[src/rtl/vdma_axi4_to_axi4s_core.sv]
// vdma_axi4_to_axi4s_core
// Reads a 2-D frame from memory over an AXI4 read master and emits it as an
// AXI4-Stream video stream, one pixel per AXI beat.
// Ports:
//   aclk / aresetn        clock, asynchronous active-low reset
//   ctl_*                 enable/update requests, busy flag, frame-start index
//   param_*               next-frame geometry (base, pitch, width, height, max burst-1)
//   monitor_*             shadow geometry currently in use
//   m_axi4_ar* / m_axi4_r*  AXI4 read address / read data channels
//   m_axi4s_*             video stream master (tuser = start of frame, tlast = end of line)
module vdma_axi4_to_axi4s_core #(
  parameter int AXI4_ID_WIDTH    = 6,
  parameter int AXI4_ADDR_WIDTH  = 32,
  parameter int AXI4_DATA_SIZE   = 2,
  parameter int AXI4_LEN_WIDTH   = 8,
  parameter int AXI4S_DATA_WIDTH = 24,
  parameter int INDEX_WIDTH      = 8,
  parameter int STRIDE_WIDTH     = 14,
  parameter int H_WIDTH          = 12,
  parameter int V_WIDTH          = 12,
  localparam int AXI4_DATA_WIDTH = 8 << AXI4_DATA_SIZE
) (
  input  logic                        aclk,
  input  logic                        aresetn,
  input  logic                        ctl_enable,
  input  logic                        ctl_update,
  output logic                        ctl_busy,
  output logic [INDEX_WIDTH-1:0]      ctl_index,
  input  logic [AXI4_ADDR_WIDTH-1:0]  param_addr,
  input  logic [STRIDE_WIDTH-1:0]     param_stride,
  input  logic [H_WIDTH-1:0]          param_width,
  input  logic [V_WIDTH-1:0]          param_height,
  input  logic [AXI4_LEN_WIDTH-1:0]   param_arlen,
  output logic [AXI4_ADDR_WIDTH-1:0]  monitor_addr,
  output logic [STRIDE_WIDTH-1:0]     monitor_stride,
  output logic [H_WIDTH-1:0]          monitor_width,
  output logic [V_WIDTH-1:0]          monitor_height,
  output logic [AXI4_LEN_WIDTH-1:0]   monitor_arlen,
  output logic [AXI4_ID_WIDTH-1:0]    m_axi4_arid,
  output logic [AXI4_ADDR_WIDTH-1:0]  m_axi4_araddr,
  output logic [AXI4_LEN_WIDTH-1:0]   m_axi4_arlen,
  output logic [2:0]                  m_axi4_arsize,
  output logic [1:0]                  m_axi4_arburst,
  output logic                        m_axi4_arlock,
  output logic [3:0]                  m_axi4_arcache,
  output logic [2:0]                  m_axi4_arprot,
  output logic [3:0]                  m_axi4_arqos,
  output logic [3:0]                  m_axi4_arregion,
  output logic                        m_axi4_arvalid,
  input  logic                        m_axi4_arready,
  input  logic [AXI4_DATA_WIDTH-1:0]  m_axi4_rdata,
  input  logic [1:0]                  m_axi4_rresp,
  input  logic                        m_axi4_rlast,
  input  logic                        m_axi4_rvalid,
  output logic                        m_axi4_rready,
  output logic                        m_axi4s_tuser,
  output logic                        m_axi4s_tlast,
  output logic [AXI4S_DATA_WIDTH-1:0] m_axi4s_tdata,
  output logic                        m_axi4s_tvalid,
  input  logic                        m_axi4s_tready
);
  localparam int AW = AXI4_ADDR_WIDTH;
  // common width for beat arithmetic (max burst beats vs pixels left in line)
  localparam int CW = (AXI4_LEN_WIDTH + 1 > H_WIDTH) ? AXI4_LEN_WIDTH + 1 : H_WIDTH;

  typedef enum logic [1:0] {IDLE, RUN, DRAIN} state_t;
  state_t state_q, state_d;

  logic                       first_q;
  logic [INDEX_WIDTH-1:0]     idx_q;
  logic [AW-1:0]              sh_addr;
  logic [STRIDE_WIDTH-1:0]    sh_stride;
  logic [H_WIDTH-1:0]         sh_width;
  logic [V_WIDTH-1:0]         sh_height;
  logic [AXI4_LEN_WIDTH-1:0]  sh_arlen;

  // AR side
  logic [H_WIDTH-1:0]         ar_x;
  logic [V_WIDTH-1:0]         ar_y;
  logic [AW-1:0]              line_addr;
  logic                       arvalid_q;

  // R side: own counters and dims, since AR may already be in the next frame
  logic [H_WIDTH-1:0]         rx, r_w;
  logic [V_WIDTH-1:0]         ry, r_h;
  logic [1:0]                 pend_q, pend_d;   // frames started but not fully received

  logic [AW-1:0]              cand_addr;
  logic [STRIDE_WIDTH-1:0]    cand_stride;
  logic [H_WIDTH-1:0]         cand_width;
  logic [V_WIDTH-1:0]         cand_height;
  logic [AXI4_LEN_WIDTH-1:0]  cand_arlen;
  logic                       cand_ok, start;
  logic [CW-1:0]              rem, max_beats, beats;
  logic [H_WIDTH-1:0]         x_sum;
  logic                       ar_fire, line_end, frame_ar_end;
  logic                       r_cnt, r_frame_end;
  logic                       unused_inputs;

  // geometry that a frame starting this cycle would use
  always_comb begin
    cand_addr   = sh_addr;
    cand_stride = sh_stride;
    cand_width  = sh_width;
    cand_height = sh_height;
    cand_arlen  = sh_arlen;
    if (ctl_update || first_q) begin
      cand_addr   = param_addr;
      cand_stride = param_stride;
      cand_width  = param_width;
      cand_height = param_height;
      cand_arlen  = param_arlen;
    end
    cand_ok = (cand_width != '0) && (cand_height != '0);
  end

  // burst sizing: never past the end of the current line
  always_comb begin
    rem          = CW'(sh_width) - CW'(ar_x);
    max_beats    = CW'(sh_arlen) + CW'(1);
    beats        = (rem < max_beats) ? rem : max_beats;
    x_sum        = ar_x + H_WIDTH'(beats);
    ar_fire      = arvalid_q && m_axi4_arready;
    line_end     = (x_sum == sh_width);
    frame_ar_end = ar_fire && line_end && (ar_y == sh_height - V_WIDTH'(1));
    r_cnt        = m_axi4_rvalid && m_axi4_s_tready_w() && (pend_q != 2'd0);
    r_frame_end  = r_cnt && (rx == r_w - H_WIDTH'(1)) && (ry == r_h - V_WIDTH'(1));
  end

  function automatic logic m_axi4_s_tready_w();
    return m_axi4s_tready;
  endfunction

  always_comb begin
    state_d = state_q;
    start   = 1'b0;
    unique case (state_q)
      IDLE: if (ctl_enable && cand_ok) begin
        start   = 1'b1;
        state_d = RUN;
      end
      RUN: if (frame_ar_end) begin
        if (ctl_enable && cand_ok) start = 1'b1;   // chain straight into next frame
        else                       state_d = DRAIN;
      end
      DRAIN: if (r_frame_end && pend_q == 2'd1) state_d = IDLE;
      default: state_d = IDLE;
    endcase
    pend_d = pend_q + 2'(start) - 2'(r_frame_end);
  end

  always_ff @(posedge aclk or negedge aresetn) begin
    if (!aresetn) begin
      state_q   <= IDLE;
      first_q   <= 1'b1;
      idx_q     <= '0;
      sh_addr   <= '0;
      sh_stride <= '0;
      sh_width  <= '0;
      sh_height <= '0;
      sh_arlen  <= '0;
      ar_x      <= '0;
      ar_y      <= '0;
      line_addr <= '0;
      arvalid_q <= 1'b0;
      rx        <= '0;
      ry        <= '0;
      r_w       <= '0;
      r_h       <= '0;
      pend_q    <= '0;
    end else begin
      state_q <= state_d;
      pend_q  <= pend_d;
      if (start) begin
        sh_addr   <= cand_addr;
        sh_stride <= cand_stride;
        sh_width  <= cand_width;
        sh_height <= cand_height;
        sh_arlen  <= cand_arlen;
        first_q   <= 1'b0;
        idx_q     <= idx_q + INDEX_WIDTH'(1);
        ar_x      <= '0;
        ar_y      <= '0;
        line_addr <= cand_addr;
        arvalid_q <= 1'b1;
      end else if (ar_fire) begin
        if (frame_ar_end) begin
          arvalid_q <= 1'b0;
        end else if (line_end) begin
          ar_x      <= '0;
          ar_y      <= ar_y + V_WIDTH'(1);
          line_addr <= line_addr + AW'(sh_stride);
        end else begin
          ar_x <= x_sum;
        end
      end

      if (r_cnt) begin
        if (rx == r_w - H_WIDTH'(1)) begin
          rx <= '0;
          ry <= (ry == r_h - V_WIDTH'(1)) ? '0 : ry + V_WIDTH'(1);
        end else begin
          rx <= rx + H_WIDTH'(1);
        end
      end

      // R dims follow the oldest frame still owed data. Assumes AR runs at
      // most one frame ahead of R, which holds for any slave whose read
      // outstanding depth is below a frame.
      if (start && (pend_q == 2'd0 || (pend_q == 2'd1 && r_frame_end))) begin
        r_w <= cand_width;
        r_h <= cand_height;
      end else if (r_frame_end) begin
        r_w <= sh_width;
        r_h <= sh_height;
      end
    end
  end

  assign ctl_busy        = (state_q != IDLE);
  assign ctl_index       = idx_q;
  assign monitor_addr    = sh_addr;
  assign monitor_stride  = sh_stride;
  assign monitor_width   = sh_width;
  assign monitor_height  = sh_height;
  assign monitor_arlen   = sh_arlen;

  assign m_axi4_arid     = '0;
  assign m_axi4_araddr   = line_addr + (AW'(ar_x) << AXI4_DATA_SIZE);
  assign m_axi4_arlen    = AXI4_LEN_WIDTH'(beats - CW'(1));
  assign m_axi4_arsize   = 3'(AXI4_DATA_SIZE);
  assign m_axi4_arburst  = 2'b01;
  assign m_axi4_arlock   = 1'b0;
  assign m_axi4_arcache  = 4'b0011;
  assign m_axi4_arprot   = 3'b000;
  assign m_axi4_arqos    = 4'b0000;
  assign m_axi4_arregion = 4'b0000;
  assign m_axi4_arvalid  = arvalid_q;

  // stream is a wire-through of the read data channel
  assign m_axi4_rready   = m_axi4s_tready;
  assign m_axi4s_tvalid  = m_axi4_rvalid;
  assign m_axi4s_tdata   = m_axi4_rdata[AXI4S_DATA_WIDTH-1:0];
  assign m_axi4s_tuser   = (rx == '0) && (ry == '0);
  assign m_axi4s_tlast   = (rx == r_w - H_WIDTH'(1));

  assign unused_inputs   = ^{m_axi4_rresp, m_axi4_rlast, m_axi4_rdata};
endmodule

[config.mk]
export PLATFORM = sky130hd
export DESIGN_NAME = vdma_axi4_to_axi4s_core
export DESIGN_NICKNAME = d
export VERILOG_FILES = /design/src/rtl/vdma_axi4_to_axi4s_core.sv
export SDC_FILE = /design/constraint.sdc
export NUM_CORES = 1
export LEC_CHECK = 0
export ABC_AREA = 1
export CORE_MARGIN = 5
export CORE_UTILIZATION = 58
export DETAILED_ROUTE_END_ITERATION = 10
export PLACE_DENSITY = 0.84
export SKIP_CTS_REPAIR_TIMING = 1
export SKIP_LAST_GASP = 1
export SLEW_MARGIN = 20
export SYNTH_ARGS = -nofsm -noshare
export SYNTH_HDL_FRONTEND = slang
export SYNTH_SLANG_ARGS = --single-unit
export TNS_END_PERCENT = 30
[constraint.sdc]
create_clock -name aclk -period 8.4 [get_ports aclk]
set_input_delay 1.26 -clock aclk [delete_from_list [all_inputs] [get_ports aclk]]
set_output_delay 1.26 -clock aclk [all_outputs]
set_load 0.005 [all_outputs]
# Yosys cells after proc, flatten, opt, wreduce, memory -nomap -nowiden
# Cells that the tools add are included.
dict set report totals {
  register_bits 196
  inputBits 120
  output_inout_bits 183
  wordCells 110
}
dict set report classes {
  addsub 15
  order_cmp 1
  n_eq_ne 12
  mux 33
  reduce_logical 32
}
# cell n
set op_table {}
lappend op_table {{2-to-1 mux 12 bit} 17}
lappend op_table {{2-to-1 mux 32 bit} 5}
lappend op_table {{adder 32 x 14 -> 32 bit} 2}
lappend op_table {{== test 12 bit} 4}
lappend op_table {{adder 12 x 1 -> 12 bit (second input constant)} 3}
lappend op_table {{subtractor 12 x 1 -> 12 bit (second input constant)} 3}
lappend op_table {{zero test 12 bit} 2}
lappend op_table {{nonzero test 12 bit} 2}
lappend op_table {{adder 12 bit} 1}
lappend op_table {{logical AND 1 bit} 12}
lappend op_table {{less-than comparator 12 x 9 -> 1 bit} 1}
lappend op_table {{nonzero test 2 bit} 6}
lappend op_table {{subtractor 12 bit} 1}
lappend op_table {{inequality test 2 bit (second input constant)} 5}
lappend op_table {{adder 8 x 1 -> 9 bit (second input constant)} 1}
lappend op_table {{adder 8 x 1 -> 8 bit (second input constant)} 1}
lappend op_table {{2-to-1 mux 2 bit} 4}
lappend op_table {{AND reduction 2 bit} 4}
lappend op_table {{subtractor 8 x 1 -> 8 bit (second input constant)} 1}
lappend op_table {{case mux 2 bit (3 select lines)} 1}
lappend op_table {{2-to-1 mux 1 bit} 5}
lappend op_table {{== test 2 x 1 -> 1 bit (second input constant)} 2}
lappend op_table {{zero test 2 bit} 2}
lappend op_table {{AND reduction 4 bit} 1}
lappend op_table {{other kinds (6)} 7}

# Depth between registers and ports, before layout
# Gate-level depths: netlist of the first run.
dict set report logic_depth {
  word_depth 11
  ltp_mapped 41
  depth_no_buf 38
}

# Least setup slack after synthesis of the first run
# Ideal clock, no wire load.
dict set report synth_path {
  path_kind {register -> register}
  from {register sh_width[0], in the netlist monitor_width[0]}
  to {register pend_q[1]}
  arrival_ns 5.443
  required_ns 8.277
  path_slack_ns 2.835
  stages_incl_launch_ff 36
  path_buffers 3
  period_less_slack_ns 5.565
  cell_sequence {dfrtp_1 inv_1 ha_1 fa_1 o31ai_1 xor2_1 ha_1 a21oi_1 nor3_1 a211oi_1 a21boi_0 nor2_2 nand2_1 buf_2 nand2_1 o21ai_1 ha_1 fa_1 xnor2_1 inv_1 nand2_1 nand2_1 nor2_1 nand2_1 nor2_1 nand3_1 nor2_2 nand4_4 nand2_2 buf_6 inv_2 buf_2 ha_1 inv_1 ha_1 xnor2_1}
}
dict set report synth_between {
  elab_chain_len 11
  word_cells_on_any_way 16
}
# item line_no
set synth_rtl {}
lappend synth_rtl {{start, declared} 73} ;# logic [H_WIDTH-1:0] sh_width;
lappend synth_rtl {{start signal, assigned} 177} ;# sh_width <= cand_width;
lappend synth_rtl {{subtractor 12 bit} 119} ;# rem = CW'(sh_width) - CW'(ar_x);
lappend synth_rtl {{less-than comparator 12 x 9 -> 1 bit} 121} ;# beats = (rem < max_beats) ? rem : max_beats;
lappend synth_rtl {{2-to-1 mux 12 bit} 121}
lappend synth_rtl {{adder 12 bit} 122} ;# x_sum = ar_x + H_WIDTH'(beats);
lappend synth_rtl {{== test 12 bit} 124} ;# line_end = (x_sum == sh_width);
lappend synth_rtl {{logical AND 1 bit (2 in series)} 125} ;# frame_ar_end = ar_fire && line_end && (ar_y == sh_height - V_WIDTH'(1));
lappend synth_rtl {{2-to-1 mux 1 bit} 142} ;# RUN: if (frame_ar_end) begin
lappend synth_rtl {{case mux 1 bit (2 select lines) (*)} 137} ;# unique case (state_q)
lappend synth_rtl {{adder 2 x 1 -> 2 bit (*)} 149} ;# pend_d = pend_q + 2'(start) - 2'(r_frame_end);
lappend synth_rtl {{subtractor 2 x 1 -> 2 bit (*)} 149}
lappend synth_rtl {{net pend_d[1]} 86} ;# logic [1:0] pend_q, pend_d;
lappend synth_rtl {{end signal, assigned} 173} ;# pend_q <= pend_d;
lappend synth_rtl {{end, declared} 86}
# The timed path passes the listed nets; every way through them passes the cells marked *.
# A chain may end at the register's enable or synchronous reset.

# Worst setup path in the final report of the first run
dict set report layout_path {
  from {register ar_x[1]}
  to {register pend_q[1]}
}
dict set report layout_between {
  elab_chain_len 11
}
# item line_no
set layout_rtl {}
lappend layout_rtl {{start, declared} 78} ;# logic [H_WIDTH-1:0] ar_x;
lappend layout_rtl {{start signal, assigned} 194} ;# ar_x <= x_sum;
lappend layout_rtl {{subtractor 12 bit} 119}
lappend layout_rtl {{less-than comparator 12 x 9 -> 1 bit} 121}
lappend layout_rtl {{2-to-1 mux 12 bit} 121}
lappend layout_rtl {{adder 12 bit (*)} 122}
lappend layout_rtl {{== test 12 bit (*)} 124}
lappend layout_rtl {{logical AND 1 bit (*) (2 in series)} 125}
lappend layout_rtl {{2-to-1 mux 1 bit (*)} 142}
lappend layout_rtl {{case mux 1 bit (2 select lines) (*)} 137}
lappend layout_rtl {{adder 2 x 1 -> 2 bit (*)} 149}
lappend layout_rtl {{subtractor 2 x 1 -> 2 bit (*)} 149}
lappend layout_rtl {{net pend_d[1]} 86}
# Marked as above.

==> metrics.md, run 1 <==
| Metric | Value |
|---|---|
| Endpoint class of the critical path | register |
| Post-DR wirelength/cell | 15.69 um |
| Final HPWL DP | 32690 um |
| Max Slew Vio Count | 0 |
| Fin worst setup slack | 951.5 ps |
| Number of global-route vias before repair | 14930 |
| CTS tree | built |
| Worst path buffer plus inverter count | 5 |
| Pleak | 9.226 nW |
| Internal Pwr Total | 0.002482 W |
| Synth Instances | 2275 |
| P&R area growth vs syn | 16.89% |
| Gate power share | 51.7% |
| Mapped cell area | 15410 um^2 |
| Max Fclk | 0.1343 GHz |
| DP Worst Slack | 1054 ps |
| Synth top area cells | dfrtp_1 32%, nand2_1 19%, inv_1 6.5% |
| DRC errors left | 0 |
| Finished Layout Cells | 2772 |
| Switch Pwr | 0.001914 W |
| Worst R2R Path Depth | 34 |
| Ys async rst share | 100.0% |
| Critical path launch point | ar_x[1] |
| Arrival @ worst endpoint | 7780 ps |
| Crit share post-route | 88.67% |
| Max Root-Sink Buffers | 2 |
| Crit path kind | register to register |
| Final wirelength | 43490 um |
| FF+latch area | 4906 um^2 |
| Status | finished, final reports clean |
| Synthesized flop and latch total | 196 |
| FF-to-FF End | pend_q[1] |
| Total number of H-tree levels | 4 |
| Slew @ Worst Pin | 1079 ps |
| Net Sw Frac | 43.54% |
| First-pass GRT wire length | 72080 um |
| CP startpoint kind | register |
| IO Count | 303 |
| Fill cell count | 2209 |
| Mapped Avg Cell Area | 6.772 um^2 |
| RR Startpoint | ar_x[1] |
| Hold/Removal Path Class | register to register |
| Delay-heaviest family, CP | simple AND/OR/NAND/NOR gates |
| RSZ-0062 raised after global routing | false |
| Vias per cell | 5.484 |
| Cell mode on critical path | nand2_1 |
| Fin crit period | 7449 ps |
| Total GRT Usage | 28.56% |
| Worst Setup EP | pend_q[1] |
| Main synth FF type | dfrtp_1 |
| Buffers on Ports | 216 |
| Die ar. | 29920 um^2 |
| Initial antenna violation count | 0 |
| Fin Setup TNS | 0 ps |
| TritonRoute pass-1 iters | 6 |
| Placed cells | 2740 |
| Power Dens Cells | 244.1 nW/um^2 |
| Total power | 0.004396 W |
| R2R setup slack | 950 ps |
| Core area | 26130 um^2 |
| Yosys warning total | 0 |
| Top cells by count, synth | 760 x nand2_1, 268 x inv_1, 195 x dfrtp_1, 190 x nand3_1, 143 x nor2_1 |
| Vias | 15200 |
| Final Skew | 25.09 ps |
| Worst-path fanout max | 41 |
| Root Driver | clkbuf_16 |
| Most common cell in the netlist | nand2_1 |
| Share of cells above drive strength 1 | 3.365% |
| Relative slew margins | 28.07% |
| Die H | 173.0 um |
| Rows | 59 |
| Initial core utilization | 58.96% |
| Iter 0 DRT Violations | 1245 |
| Grt ovf | 0 |
| GPL Wtd Cong | 0.9393 |
| Number of nets in the layout | 2619 |
| Maximum vdd drop | 175.7 uV |
| Chip width | 173.0 um |
| CP required | 8730 ps |
| Top cell type by total area after synthesis | dfrtp_1 |
| Area of the multi-input gates | 8781 um^2 |
| Max-Cap Viols | 0 |
| Clk pwr share | 19.6% |
| Final setup violation count | 0 |
| Clk Latency, worst-skew pair | 460 ps |
| Post-synthesis sequential area ratio | 31.84% |
| Max stage delay on crit path | 600 ps |
| Number of flops mapped to enable cells by yosys | 0 |
| Largest net degree at the start of global routing | 100 |
| Ant. Diodes | 0 |
| Worst path slowest cell | nand2_4 |
| CTS clk-pin slew, worst paths | 80 ps |
| Share of the synthesized area in the top cell type | 31.67% |
| Sequential power share | 28.7% |
| Worst Hold Depth | 2 |
| Final hold vios | 0 |
| Distinct cells, synth | 52 |
| Inserted Clock Buffers | 17 |
| WP depth | 34 |
| Antenna viol nets, final | 0 |
| Clk sinks | 196 |
tightest hold or removal path, delay by kind of cell, from the launching register on:
kind | cells | cell delay (ps)
buffers and inverters | 1 | 50
and+or+nand+nor | 1 | 40
DFF | 1 | 390
power groups by stage:
stage / combinational (W) / clock, W / sequential (W)
final: 0.00227 / 0.000862 / 0.00126
after global routing: 0.00256 / 0.000909 / 0.00128
after CTS: 0.00225 / 0.000869 / 0.00126
after detailed placement: 0.00223 / 0 / 0.00127
after global placement: 0.00216 / 0 / 0.00127
after floorplan: 0.00154 / 0 / 0.00122
per-layer routing:
| layer | vias to the layer above | routed length, um | track usage (%) |
|---|---|---|---|
| met4 | 0 | 1429 | 10.48 |
| li1 | 7458 | - | - |
| met2 | 575 | 21050 | 49.61 |
| met3 | 119 | 3160 | 6.397 |
| met5 | - | 0 | 0 |
| met1 | 7050 | 17850 | 34.88 |
layout by cell type (no fill, tap or decap), drive strengths merged, types with 4 or more instances in the layout:
cell type and n:
a21oi 56, conb 29, nor3b 4, buf 9, xnor2 28, nor3 31
inv 283, fa 4, or2 4, dfrtp 195, xor2 102, clkinv 7
nand3b 17, nand3 191, o21ai 167, clkbuf 19, clkdlybuf4s50 215, o22ai 5
ha 71, nand2 766, xnor3 4, nor2 159, nor4 7, nand4 36
cell type report:
class | instances | area share (%)
tap | 335 | 2.327
multi-input combinational | 1706 | 48.76
sequential | 196 | 27.24
timing repair buffer | 225 | 12.47
clock buffer | 18 | 2.383
clock inverter | 14 | 1.014
inverter | 278 | 5.808
cells by family after synthesis:
kind of cell               count (synthesis)  synth area share [%]
AOI/OAI and AO/OA                        247                 8.381
xor gates and xnor gates                 134                 7.975
adders and majority gates                 75                 6.286
buffers and inverters                    400                 11.87
DFF                                      196                 31.84
muxes                                      1               0.06497
other                                      2               0.04874
and+or+nand+nor                         1220                 33.53
metrics by stage:
stage	utilization [%]	cell area [um^2]	hold WS, ps
6_report	68.92	18010	469.7
5_1_grt	68.92	18010	485.7
4_1_cts	68.92	18010	470.9
3_5_place_dp	66.58	17400	459.5
3_3_place_gp	66.58	17400	451.1
2_1_floorplan	-	15510	444.1
how the worst min path moves through the flow:
stage	start	to	slack [ps]
2_1_floorplan	first_q	first_q	440
3_3_place_gp	first_q	first_q	450
3_5_place_dp	first_q	first_q	460
4_1_cts	first_q	first_q	470
5_1_grt	ctl_index[7]	ctl_index[7]	490
6_report	first_q	first_q	470
Power figures use the tool's default switching activity.
==> run 2: changes to the inputs <==
CTS_CLUSTER_SIZE = 20   (was default)
==> results of run 2 <==
The final DEF is identical to that of run 1; final timing and power are the same.
